$ cat src/rtl/host_pkg.sv
// Shared types and constants for the host board: banner ROM contents and FSM state encodings.
package host_pkg;

    localparam int MSG_LEN_DEF = 15;

    // "Hello, World!\r\n", byte 0 goes out first
    localparam logic [7:0] BANNER [0:MSG_LEN_DEF-1] = '{
        8'h48, 8'h65, 8'h6C, 8'h6C, 8'h6F, 8'h2C, 8'h20, 8'h57,
        8'h6F, 8'h72, 8'h6C, 8'h64, 8'h21, 8'h0D, 8'h0A
    };

    typedef enum logic [1:0] {
        IDLE,
        START,
        DATA,
        STOP
    } uart_state_t;

    typedef enum logic [1:0] {
        IDLE_START,
        LOAD,
        SEND,
        DONE
    } seq_state_t;

endpackage

$ cat src/rtl/uart_tx_8n1.sv
// 8N1 serial transmitter, CLKS_PER_BIT cycles per bit, tx registered; a start seen on the done
// cycle launches the next frame on the following edge so frames run back-to-back with no gap.
module uart_tx_8n1
    import host_pkg::*;
#(
    parameter int CLKS_PER_BIT = 43
) (
    input  logic       clk,
    input  logic       reset,
    input  logic       start,
    input  logic [7:0] data,
    output logic       tx,
    output logic       busy,
    output logic       done
);

    localparam int                BAUD_W    = $clog2(CLKS_PER_BIT);
    localparam logic [BAUD_W-1:0] BAUD_LAST = BAUD_W'(CLKS_PER_BIT - 1);

    uart_state_t       state_q, state_d;
    logic [BAUD_W-1:0] baud_q, baud_d;
    logic [2:0]        bit_q, bit_d;
    logic [7:0]        shift_q, shift_d;
    logic              tx_q, tx_d;
    logic              bit_end;

    assign bit_end = (baud_q == BAUD_LAST);

    always_comb begin
        state_d = state_q;
        baud_d  = baud_q;
        bit_d   = bit_q;
        shift_d = shift_q;
        tx_d    = tx_q;
        done    = 1'b0;
        if (state_q != IDLE) begin
            baud_d = bit_end ? '0 : baud_q + BAUD_W'(1);
        end
        case (state_q)
            IDLE: begin
                if (start) begin
                    state_d = START;
                    tx_d    = 1'b0;
                    shift_d = data;
                    baud_d  = '0;
                end
            end
            START: begin
                if (bit_end) begin
                    state_d = DATA;
                    tx_d    = shift_q[0];
                    bit_d   = '0;
                end
            end
            DATA: begin
                if (bit_end) begin
                    if (bit_q == 3'd7) begin
                        state_d = STOP;
                        tx_d    = 1'b1;
                    end else begin
                        bit_d = bit_q + 3'd1;
                        tx_d  = shift_q[bit_q + 3'd1];
                    end
                end
            end
            STOP: begin
                if (bit_end) begin
                    done = 1'b1;
                    if (start) begin
                        state_d = START;
                        tx_d    = 1'b0;
                        shift_d = data;
                    end else begin
                        state_d = IDLE;
                    end
                end
            end
            default: state_d = IDLE;
        endcase
    end

    always_ff @(posedge clk or posedge reset) begin
        if (reset) begin
            state_q <= IDLE;
            baud_q  <= '0;
            bit_q   <= '0;
            shift_q <= '0;
            tx_q    <= 1'b1;
        end else begin
            state_q <= state_d;
            baud_q  <= baud_d;
            bit_q   <= bit_d;
            shift_q <= shift_d;
            tx_q    <= tx_d;
        end
    end

    assign tx   = tx_q;
    assign busy = (state_q != IDLE);

endmodule

$ cat src/rtl/host_board.sv
// Sends the banner once over 8N1 serial after each reset release, then holds the line high.
// First start bit on the second edge after release; no flow control, bytes leave back-to-back.
module host_board
    import host_pkg::*;
#(
    parameter int CLKS_PER_BIT = 43,
    parameter int MSG_LEN      = MSG_LEN_DEF
) (
    input  logic clk,
    input  logic reset,
    output logic uart_tx
);

    localparam int               IDX_W    = $clog2(MSG_LEN);
    localparam logic [IDX_W-1:0] IDX_LAST = IDX_W'(MSG_LEN - 1);

    seq_state_t       seq_q, seq_d;
    logic [IDX_W-1:0] index_q, index_d;
    logic [IDX_W-1:0] byte_sel;
    logic             tx_start;
    logic             tx_busy;
    logic             tx_done;
    logic [7:0]       tx_data;

    // The next byte is handed over on the done cycle itself; LOAD only launches a frame
    // when the transmitter is idle, which is the case just after reset.
    always_comb begin
        seq_d    = seq_q;
        index_d  = index_q;
        byte_sel = index_q;
        tx_start = 1'b0;
        case (seq_q)
            IDLE_START: seq_d = LOAD;
            LOAD: begin
                tx_start = !tx_busy;
                seq_d    = SEND;
            end
            SEND: begin
                if (tx_done) begin
                    if (index_q == IDX_LAST) begin
                        seq_d = DONE;
                    end else begin
                        index_d  = index_q + IDX_W'(1);
                        byte_sel = index_d;
                        tx_start = 1'b1;
                        seq_d    = LOAD;
                    end
                end
            end
            DONE:    seq_d = DONE;
            default: seq_d = IDLE_START;
        endcase
    end

    assign tx_data = BANNER[byte_sel];

    always_ff @(posedge clk or posedge reset) begin
        if (reset) begin
            seq_q   <= IDLE_START;
            index_q <= '0;
        end else begin
            seq_q   <= seq_d;
            index_q <= index_d;
        end
    end

    uart_tx_8n1 #(
        .CLKS_PER_BIT(CLKS_PER_BIT)
    ) u_tx (
        .clk   (clk),
        .reset (reset),
        .start (tx_start),
        .data  (tx_data),
        .tx    (uart_tx),
        .busy  (tx_busy),
        .done  (tx_done)
    );

endmodule

$ cat config.mk
export PLATFORM = sky130hd
export DESIGN_NAME = host_board
export DESIGN_NICKNAME = d
export VERILOG_FILES = /design/src/rtl/host_pkg.sv /design/src/rtl/uart_tx_8n1.sv /design/src/rtl/host_board.sv
export SDC_FILE = /design/constraint.sdc
export NUM_CORES = 1
export LEC_CHECK = 0
export ABC_CLOCK_PERIOD_IN_PS = 2500
export CAP_MARGIN = 20
export CORE_MARGIN = 5
export CORE_UTILIZATION = 44
export CTS_CLUSTER_DIAMETER = 80
export DETAILED_ROUTE_END_ITERATION = 6
export GPL_ROUTABILITY_DRIVEN = 0
export GPL_TIMING_DRIVEN = 0
export PLACE_DENSITY_LB_ADDON = 0.3
export SLEW_MARGIN = 5
export SYNTH_ARGS = -nofsm -noshare
export SYNTH_HDL_FRONTEND = slang
export SYNTH_SLANG_ARGS = --single-unit
$ cat constraint.sdc
create_clock -name clk -period 2.5 [get_ports clk]
set_clock_uncertainty 0.1 [all_clocks]
set_input_delay 0.5 -clock clk [delete_from_list [all_inputs] [get_ports clk]]
set_output_delay 0.5 -clock clk [all_outputs]
set_load 0.02 [all_outputs]
==> results of run 1 <==
==> power breakdown <==
| group | switching, W | total (W) | internal, W |
|---|---|---|---|
| logic | 0.00000917 | 0.0000150 | 0.00000583 |
| registers | 0 | 0.000404 | 0.000404 |
| clock network | 0.000143 | 0.000256 | 0.000113 |
==> cell families (layout without fill, tap and decap cells) <==
kind of cell | after synthesis | count (layout)
XOR/XNOR | 3 | 3
multiplexers | 7 | 7
AND/OR/NAND/NOR | 65 | 65
adder cells (fa/ha/maj) | 20 | 20
AO/OA/AOI/OAI | 62 | 62
buffers and inverters | 26 | 50
flip-flops | 25 | 25
==> worst register-to-register path, cell delays in order, from the launching register on <==
cell	delay (ns)
dfrtp_1	0.40
inv_1	0.07
ha_2	0.20
and4b_2	0.26
buf_6	0.13
nand3_4	0.11
xnor2_4	0.17
inv_4	0.10
ha_4	0.14
nor2_2	0.04
a21boi_0	0.11
a311o_1	0.28
a211o_2	0.31
o311ai_2	0.06
==> metrics by stage <==
step | total power [W] | setup TNS (ns) | instances | utilization | hold WS [ns]
after global placement | 0.000422 | -0.781 | 260 | 0.498 | 0.374
after floorplan | 0.000418 | -0.0414 | 208 | - | 0.352
after global routing | 0.000696 | -0.660 | 282 | 0.573 | 0.349
after CTS | 0.000679 | -0.111 | 273 | 0.537 | 0.392
after detailed placement | 0.000422 | -0.698 | 260 | 0.498 | 0.375
final | 0.000675 | -0.142 | 282 | 0.573 | 0.342
==> per-layer routing <==
metal  routed length [microns]  vias to the layer above
met5                         0                        -
li1                          -                      816
met2                      2050                       29
met1                      2110                      787
met3                       166                        8
met4                        59                        0
==> layout make-up <==
type / instances / area, sq um
inverters: 17 / 72.6
multi-input cells: 157 / 1280
fillers: 353 / 1750
repair buffers: 20 / 179
flip-flops and latches: 25 / 628
clock inverters: 1 / 7.51
clock buffers: 3 / 41.3
well taps: 50 / 62.6
plain buffers: 9 / 68.8
==> flip-flops by register name (all words and copies together) (netlist names) <==
signal,cells
index_q,4
seq_q,2
u_tx.baud_q,6
u_tx.bit_q,3
u_tx.shift_q,7
u_tx.state_q,2
u_tx.tx,1
==> layout by cell type (no fill, tap or decap), drive strengths merged, types with 2 or more instances in the layout <==
cell type	n
xnor2	2
nor2	13
a22oi	4
nand3	10
a211o	2
a21o	2
inv	16
clkinvlp	2
a211oi	2
nand4b	2
a31oi	5
o311ai	2
buf	23
clkdlybuf4s50	2
o21a	3
ha	20
mux2i	2
nand2b	2
mux2	4
nand4	2
and4b	2
o211ai	4
dfrtp	24
a22o	3
clkbuf	7
o32ai	3
a21boi	2
nand2	23
a21oi	10
o21ai	11
nor3	3
==> worst min path at each step <==
stage / from / to / depth (start not counted)
floorplan: u_tx.shift_q[1] / u_tx.shift_q[1] / 2
global placement: u_tx.shift_q[6] / u_tx.shift_q[6] / 1
detailed placement: u_tx.shift_q[6] / u_tx.shift_q[6] / 1
CTS: u_tx.tx / u_tx.tx / 1
global route: reset / u_tx.bit_q[1] / 2
finish: reset / u_tx.bit_q[1] / 2
==> repair_timing <==
action                                  CTS  global route
gates resized for setup                  10            17
pin swaps                                 3             4
buffers inserted                          9             8
endpoints found under the setup margin    5             5
==> flow_summary.yaml, run 1 <==
run_status:
  status: "complete, but fails checks"
  violations: "negative setup slack"
synthesis:
  syn_inst: 208
  synth_area_leaders: "dfrtp_1 (32%), ha_1 (13%), nand2_1 (4.6%)"
  synth_top_family_by_area: "compound AO/OA/AOI/OAI gates"
  synth_most_common_cell: "dfrtp_1"
  synth_fa_ha_area_frac: 0.133
  synth_edf_count: 0
  async_flop_share: 1.00
  yosys_warnings: 0
  ys.flop_type: "dfrtp_1"
  yosys.area_share.xor_xnor: 0.0139
  synth_compound_area_frac: 0.237
  synth_cell_types: 57
  synth_top_area_share: 0.318
  yosysSeqAreaShare: 0.332
  syn_avg_cell_area_sq_um: 9.07
  synth_common_cells: "dfrtp_1 (24), nand2_1 (23), ha_1 (20)"
  synth_top_area_cell: "dfrtp_1"
  ys_seq_elements: 25
  synth_nets: 230
  yosys.area_share.simple: 0.176
  synth_area_sq_um: 1890
  synthMuxAreaShare: 0.0464
route:
  drtPass1Iterations: 4
  post_drt_via_cell_ratio: 5.82
  ant_nets: 0
  post_drt_wl_per_cell_microns: 15.5
  routed_wl_mm: 4.39
  drt_iter0_drc: 76
  dr_total_vias: 1640
  drcViolationCount: 0
setup_path:
  path_class: "reg -> reg"
  crit_path_end: "u_tx.shift_q[3]"
  arrival_ns: 2.65
  path_cells: "inv_1 > ha_2 > and4b_2 > buf_6 > nand3_4 > xnor2_4 > inv_4 > ha_4 > nor2_2 > a21boi_0 > a311o_1 > a211o_2 > o311ai_2"
  cp.depth: 13
  end_kind: "flop"
  rr_worst_depth: 13
  r2r-start: "seq_q[0]"
  crit_buf_inv: 3
  crit_family: "compound AO/OA/AOI/OAI gates"
  crit_path_max_incr_delay_ns: 0.40
  slowest_stage: "dfrtp_1"
  startpoint: "seq_q[0]"
  cp-start-kind: "flop"
  rr_endpoint: "u_tx.shift_q[3]"
  rrSetupSlack_ns: -0.06
  critical_path.max_fanout: 4
  cp.required_ns: 2.58
final_layout:
  design_area_sq_um: 2340
  diodes: 0
  synthToLayoutAreaGrowth_pct: 24.0
  drive_above_1_share: 0.293
  nets: 255
placed_design:
  hpwl_mm: 2.91
  dpl_worst_slack_ns: -0.286
  io_buffer_count: 2
  placed_cell_area_sq_um: 2040
timing:
  worst_pin_slew_ns: 0.654
  fin_crit_sh: 1.03
  slew_viol_final: 0
  min_period_ns: 2.56
  rsz0062_at_grt: "yes"
  hold_viol: 0
  timing.slew.headroom: 0.560
  fmax_mhz: 390
  setup_violations: 4
  fin_ws_ns: -0.0626
worst_hold_path:
  min-delay-path-class: "in -> async"
clocking:
  clock_latency_ns: 0.27
  tritoncts: "done"
  clk_pin_slew_worst_paths_ns: 0.10
  cts_buffers: 3
  cts.sinks: 25
  cts.path.max_buffers: 2
  h-tree-depth: 1
  hold_buffers: 0
  clockRootBuffer: "clkbuf_8"
die:
  num_rows: 23
  die_area_sq_um: 5700
  die_x_microns: 75.5
  initial_core_util: 0.462
  ios: 3
  core_sq_um: 4090
  die_h_microns: 75.5
run:
  drv_cap: 0
global_routing:
  grt_use_met2: 0.247
  grt_pass1_wl_mm: 7.04
  overflow: 0
  grt_pass1_vias: 1488
  grt_max_degree: 26
  track_usage: 0.157
  met3_usage: 0.0317
  antenna_found_initial: 0
  grt_use_met1: 0.224
  grt.busiest_layer: "met2"
power_and_ir_drop:
  power_density_nw_per_um2: 289
  p_leak_nw: 0.994
  ir_drop_uv: 296
Note: power is estimated with default switching activity, not from simulation.
==> inputs of run 2 (changes only) <==
- CORE_MARGIN: 5 -> 4
==> flow_summary.yaml, run 2 (synthesis results as in run 1) <==
clocking:
  cts.sinks: 25
  hold_buffers: 0
  cts.path.max_buffers: 2
  clockRootBuffer: "clkbuf_8"
  tritoncts: "done"
  cts_buffers: 3
  h-tree-depth: 1
  clk_pin_slew_worst_paths_ns: 0.09
  clock_latency_ns: 0.27
die:
  num_rows: 23
  ios: 3
  die_area_sq_um: 5400
  initial_core_util: 0.462
  die_h_microns: 73.5
  core_sq_um: 4090
  die_x_microns: 73.5
final_layout:
  final_core_util: 0.576
  largest_reg_flops: 7
  synthToLayoutAreaGrowth_pct: 24.8
  design_area_sq_um: 2350
  nets: 259
  top_register: "u_tx.shift_q"
  drive_above_1_share: 0.297
  final_cell_mix: "nand2_1 (22), dfrtp_1 (22), buf_4 (19)"
  diodes: 0
  stdcell_count: 286
  reg_top3: "u_tx.shift_q: 7 flops, u_tx.baud_q: 6 flops, index_q: 4 flops"
timing:
  fmax_mhz: 388
  slew_viol_final: 0
  whs_ns: 0.344
  setup_violations: 1
  fin_crit_sh: 1.03
  min_period_ns: 2.58
  hold_viol: 0
  timing.slew.headroom: 0.619
  fin_ws_ns: -0.0795
  worst_pin_slew_ns: 0.568
  rsz0062_at_grt: "yes"
setup_path:
  cp-start-kind: "flop"
  rr_worst_depth: 13
  end_kind: "flop"
  r2r-start: "seq_q[0]"
  cp.required_ns: 2.57
  arrival_ns: 2.65
  rr_endpoint: "u_tx.shift_q[3]"
  rrSetupSlack_ns: -0.08
  path_class: "reg -> reg"
  critical_path.max_fanout: 5
route:
  post_drt_via_cell_ratio: 5.70
  drcViolationCount: 0
  routed_wl_mm: 4.32
  drtPass1Iterations: 4
  post_drt_wl_per_cell_microns: 15.1
  drt_iter0_drc: 83
  ant_nets: 0
  dr_total_vias: 1629
run:
  drv_cap: 0
global_routing:
  antenna_found_initial: 0
  grt_pass1_vias: 1614
  grt.busiest_layer: "met2"
  met3_usage: 0.0164
  grt_pass1_wl_mm: 7.38
  grt_use_met2: 0.281
  track_usage: 0.169
  overflow: 0
  grt_use_met1: 0.237
  grt_max_degree: 26
power_and_ir_drop:
  p_leak_nw: 1.01
  ir_drop_uv: 187
  power_density_nw_per_um2: 283
worst_hold_path:
  min-delay-path-class: "in -> async"
placed_design:
  dpl_worst_slack_ns: -0.266
  dp_cells: 260
  placed_cell_area_sq_um: 2040
  io_buffer_count: 2
  hpwl_mm: 2.93
run_status:
  status: "complete, but fails checks"
  violations: "negative setup slack"
run 2: cell types whose count changed in the layout (fill, tap and decap cells not counted), sizes merged:
cell	delta
buf	+4
run 2: critical path, cell delays in order, from the launching register on:
cell and delay, ns:
dfrtp_1 0.39, inv_1 0.06, ha_2 0.20, and4b_2 0.26, buf_6 0.13, nand3_4 0.10
xnor2_4 0.18, inv_2 0.10, ha_2 0.16, nor2_1 0.04, a21boi_0 0.11, a311o_1 0.28
a211o_2 0.29, o311ai_1 0.07
run 2: worst max path at each step:
stage,startpoint,endpoint,slack [ns],cells after the start
3_5_place_dp,u_tx.state_q[1],u_tx.shift_q[3],-0.27,13
4_1_cts,seq_q[0],u_tx.shift_q[3],-0.09,13
6_report,seq_q[0],u_tx.shift_q[3],-0.08,13
3_3_place_gp,u_tx.state_q[1],u_tx.shift_q[3],-0.28,13
2_1_floorplan,u_tx.state_q[1],u_tx.shift_q[3],-0.04,13
5_1_grt,seq_q[0],u_tx.shift_q[3],-0.22,13
run 2: per-stage QoR:
| stage | setup TNS [ns] | total power [W] |
|---|---|---|
| 6_report | -0.0795 | 0.000667 |
| 5_1_grt | -0.630 | 0.000699 |
| 4_1_cts | -0.0925 | 0.000676 |
| 3_5_place_dp | -0.769 | 0.000422 |
| 3_3_place_gp | -0.773 | 0.000422 |
| 2_1_floorplan | -0.0414 | 0.000418 |
run 2: metal layers:
| layer | vias to the layer above | routed length [microns] |
|---|---|---|
| met1 | 787 | 2120 |
| met5 | - | 0 |
| met4 | 0 | 29 |
| li1 | 821 | - |
| met3 | 4 | 74 |
| met2 | 17 | 2100 |
run 2: cell type report:
cell class | instances | area [sq um]
clock buffer | 3 | 41.3
timing repair buffer | 24 | 215
tap | 50 | 62.6
fill | 374 | 1730
sequential | 25 | 629
multi-input combinational | 157 | 1260
buffer | 9 | 75.1
clock inverter | 1 | 7.51
inverter | 17 | 67.6
run 2: report_power, final:
part | switching [W] | leakage (nW) | total [W] | internal, W
sequential | 0 | 0.317 | 0.000404 | 0.000404
combinational | 0.00000918 | 0.669 | 0.0000150 | 0.00000584
clock | 0.000135 | 0.0217 | 0.000248 | 0.000113
total | 0.000144 | 1.01 | 0.000667 | 0.000523
run 2: timing repair:
action / 4_1_cts / 5_1_grt
resized for setup: 13 / 10
endpoints found under the setup margin: 5 / 5
gates cloned: 1 / 0
pin swaps: 6 / 8
setup buffers: 11 / 9
==> inputs of run 3 (changes only) <==
- SKIP_LAST_GASP: not set -> 1
==> flow_summary.yaml, run 3 (synthesis results as in run 1) <==
run_status:
  status: "complete, but fails checks"
  violations: "negative setup slack"
setup_path:
  rrSetupSlack_ns: -0.08
  rr_endpoint: "u_tx.shift_q[3]"
  arrival_ns: 2.66
  end_kind: "flop"
  r2r-start: "seq_q[0]"
  crit_path_max_incr_delay_ns: 0.39
  cp.depth: 13
  crit_family: "compound AO/OA/AOI/OAI gates"
  path_cells: "inv_1 > ha_2 > and4b_2 > buf_6 > nand3_4 > xnor2_4 > inv_2 > ha_2 > nor2_1 > a21boi_0 > a311o_1 > a211o_2 > o311ai_1"
  rr_worst_depth: 13
  path_class: "reg -> reg"
  critical_path.max_fanout: 5
  slowest_stage: "dfrtp_1"
  cp.required_ns: 2.58
  cp-start-kind: "flop"
  crit_buf_inv: 3
  crit_top_cell: "ha_2"
run:
  drv_cap: 0
die:
  core_sq_um: 4090
  die_x_microns: 73.5
  initial_core_util: 0.462
  ios: 3
  die_area_sq_um: 5400
  num_rows: 23
  die_h_microns: 73.5
global_routing:
  antenna_found_initial: 0
  grt_max_degree: 26
  overflow: 0
  track_usage: 0.169
  grt_pass1_wl_mm: 7.37
  grt_pass1_vias: 1612
timing:
  slew_viol_final: 0
  hold_viol: 0
  worst_pin_slew_ns: 0.563
  fin_crit_sh: 1.03
  timing.slew.headroom: 0.622
  min_period_ns: 2.58
  setup_violations: 3
  fin_ws_ns: -0.0819
  rsz0062_at_grt: "yes"
  finalSetupTns_ns: -0.190
  fmax_mhz: 387
  whs_ns: 0.339
route:
  routed_wl_mm: 4.42
  dr_wl_met3_microns: 83
  drt_iter0_drc: 75
  drcViolationCount: 0
  post_drt_via_cell_ratio: 5.78
  drtPass1Iterations: 4
  ant_nets: 0
  wl_met1_mm: 2.14
  dr_total_vias: 1652
  wl_met2_mm: 2.15
  post_drt_wl_per_cell_microns: 15.5
  maxUsedRoutingLayer: "met4"
clocking:
  clock_latency_ns: 0.27
  cts.path.max_buffers: 2
  cts_buffers: 3
  hold_buffers: 0
  clk_pin_slew_worst_paths_ns: 0.10
  tritoncts: "done"
  h-tree-depth: 1
  cts.sinks: 25
  clockRootBuffer: "clkbuf_8"
final_layout:
  drive_above_1_share: 0.305
  largest_reg_flops: 7
  final_cell_mix: "nand2_1 (22), dfrtp_1 (22), buf_4 (20)"
  top_register: "u_tx.shift_q"
  synthToLayoutAreaGrowth_pct: 25.7
  reg_top3: "u_tx.shift_q: 7 flops, u_tx.baud_q: 6 flops, index_q: 4 flops"
  diodes: 0
  final_core_util: 0.580
  nets: 259
  n_fill_cell: 377
placed_design:
  hpwl_mm: 2.93
  io_buffer_count: 2
  dpl_worst_slack_ns: -0.266
power_and_ir_drop:
  total_power_w: 0.000671
  power_density_nw_per_um2: 283
  ir_drop_uv: 177
  p_leak_nw: 1.02
worst_hold_path:
  min-delay-path-class: "in -> async"
## run 3: metrics by stage
stage                     instances  cell area [sq um]
after global placement          260               2040
after CTS                       276               2220
after detailed placement        260               2040
after global routing            286               2370
final                           286               2370
after floorplan                 208               1950
## run 3: metal layers
metal,vias up,GRT usage
met5,-,0
met4,0,0.0382
met3,4,0.0164
met2,15,0.281
met1,811,0.236
li1,822,-
## run 3: area by class of cell
cell class	count	area (sq um)	area share
clock buffers	3	41.3	0.0174
well taps	50	62.6	0.0264
inverters	17	67.6	0.0285
repair buffers	25	223	0.0939
flip-flops and latches	25	629	0.265
clock inverters	1	7.51	0.00317
multi-input cells	157	1270	0.535
plain buffers	8	71.3	0.0301
## run 3: repair_timing
action | 4_1_cts | 5_1_grt
setup endpoints to repair | 5 | 5
buffers inserted | 11 | 10
gates cloned | 1 | 0
resized for setup | 11 | 14
pin swaps | 5 | 10
## run 3: worst max-delay path by stage
stage	start	to	slack (ns)
global placement	u_tx.state_q[1]	u_tx.shift_q[3]	-0.28
CTS	seq_q[0]	u_tx.shift_q[3]	-0.09
finish	seq_q[0]	u_tx.shift_q[3]	-0.08
global route	seq_q[0]	u_tx.shift_q[3]	-0.21
floorplan	u_tx.state_q[1]	u_tx.shift_q[3]	-0.04
detailed placement	u_tx.state_q[1]	u_tx.shift_q[3]	-0.27
## run 3: where the power goes
| group | leakage [nW] | total, W | internal [W] | switching [W] |
|---|---|---|---|---|
| sequential | 0.317 | 0.000404 | 0.000404 | 0 |
| combinational | 0.678 | 0.0000150 | 0.00000584 | 0.00000916 |
| clock | 0.0217 | 0.000252 | 0.000113 | 0.000139 |
| total | 1.02 | 0.000671 | 0.000523 | 0.000148 |
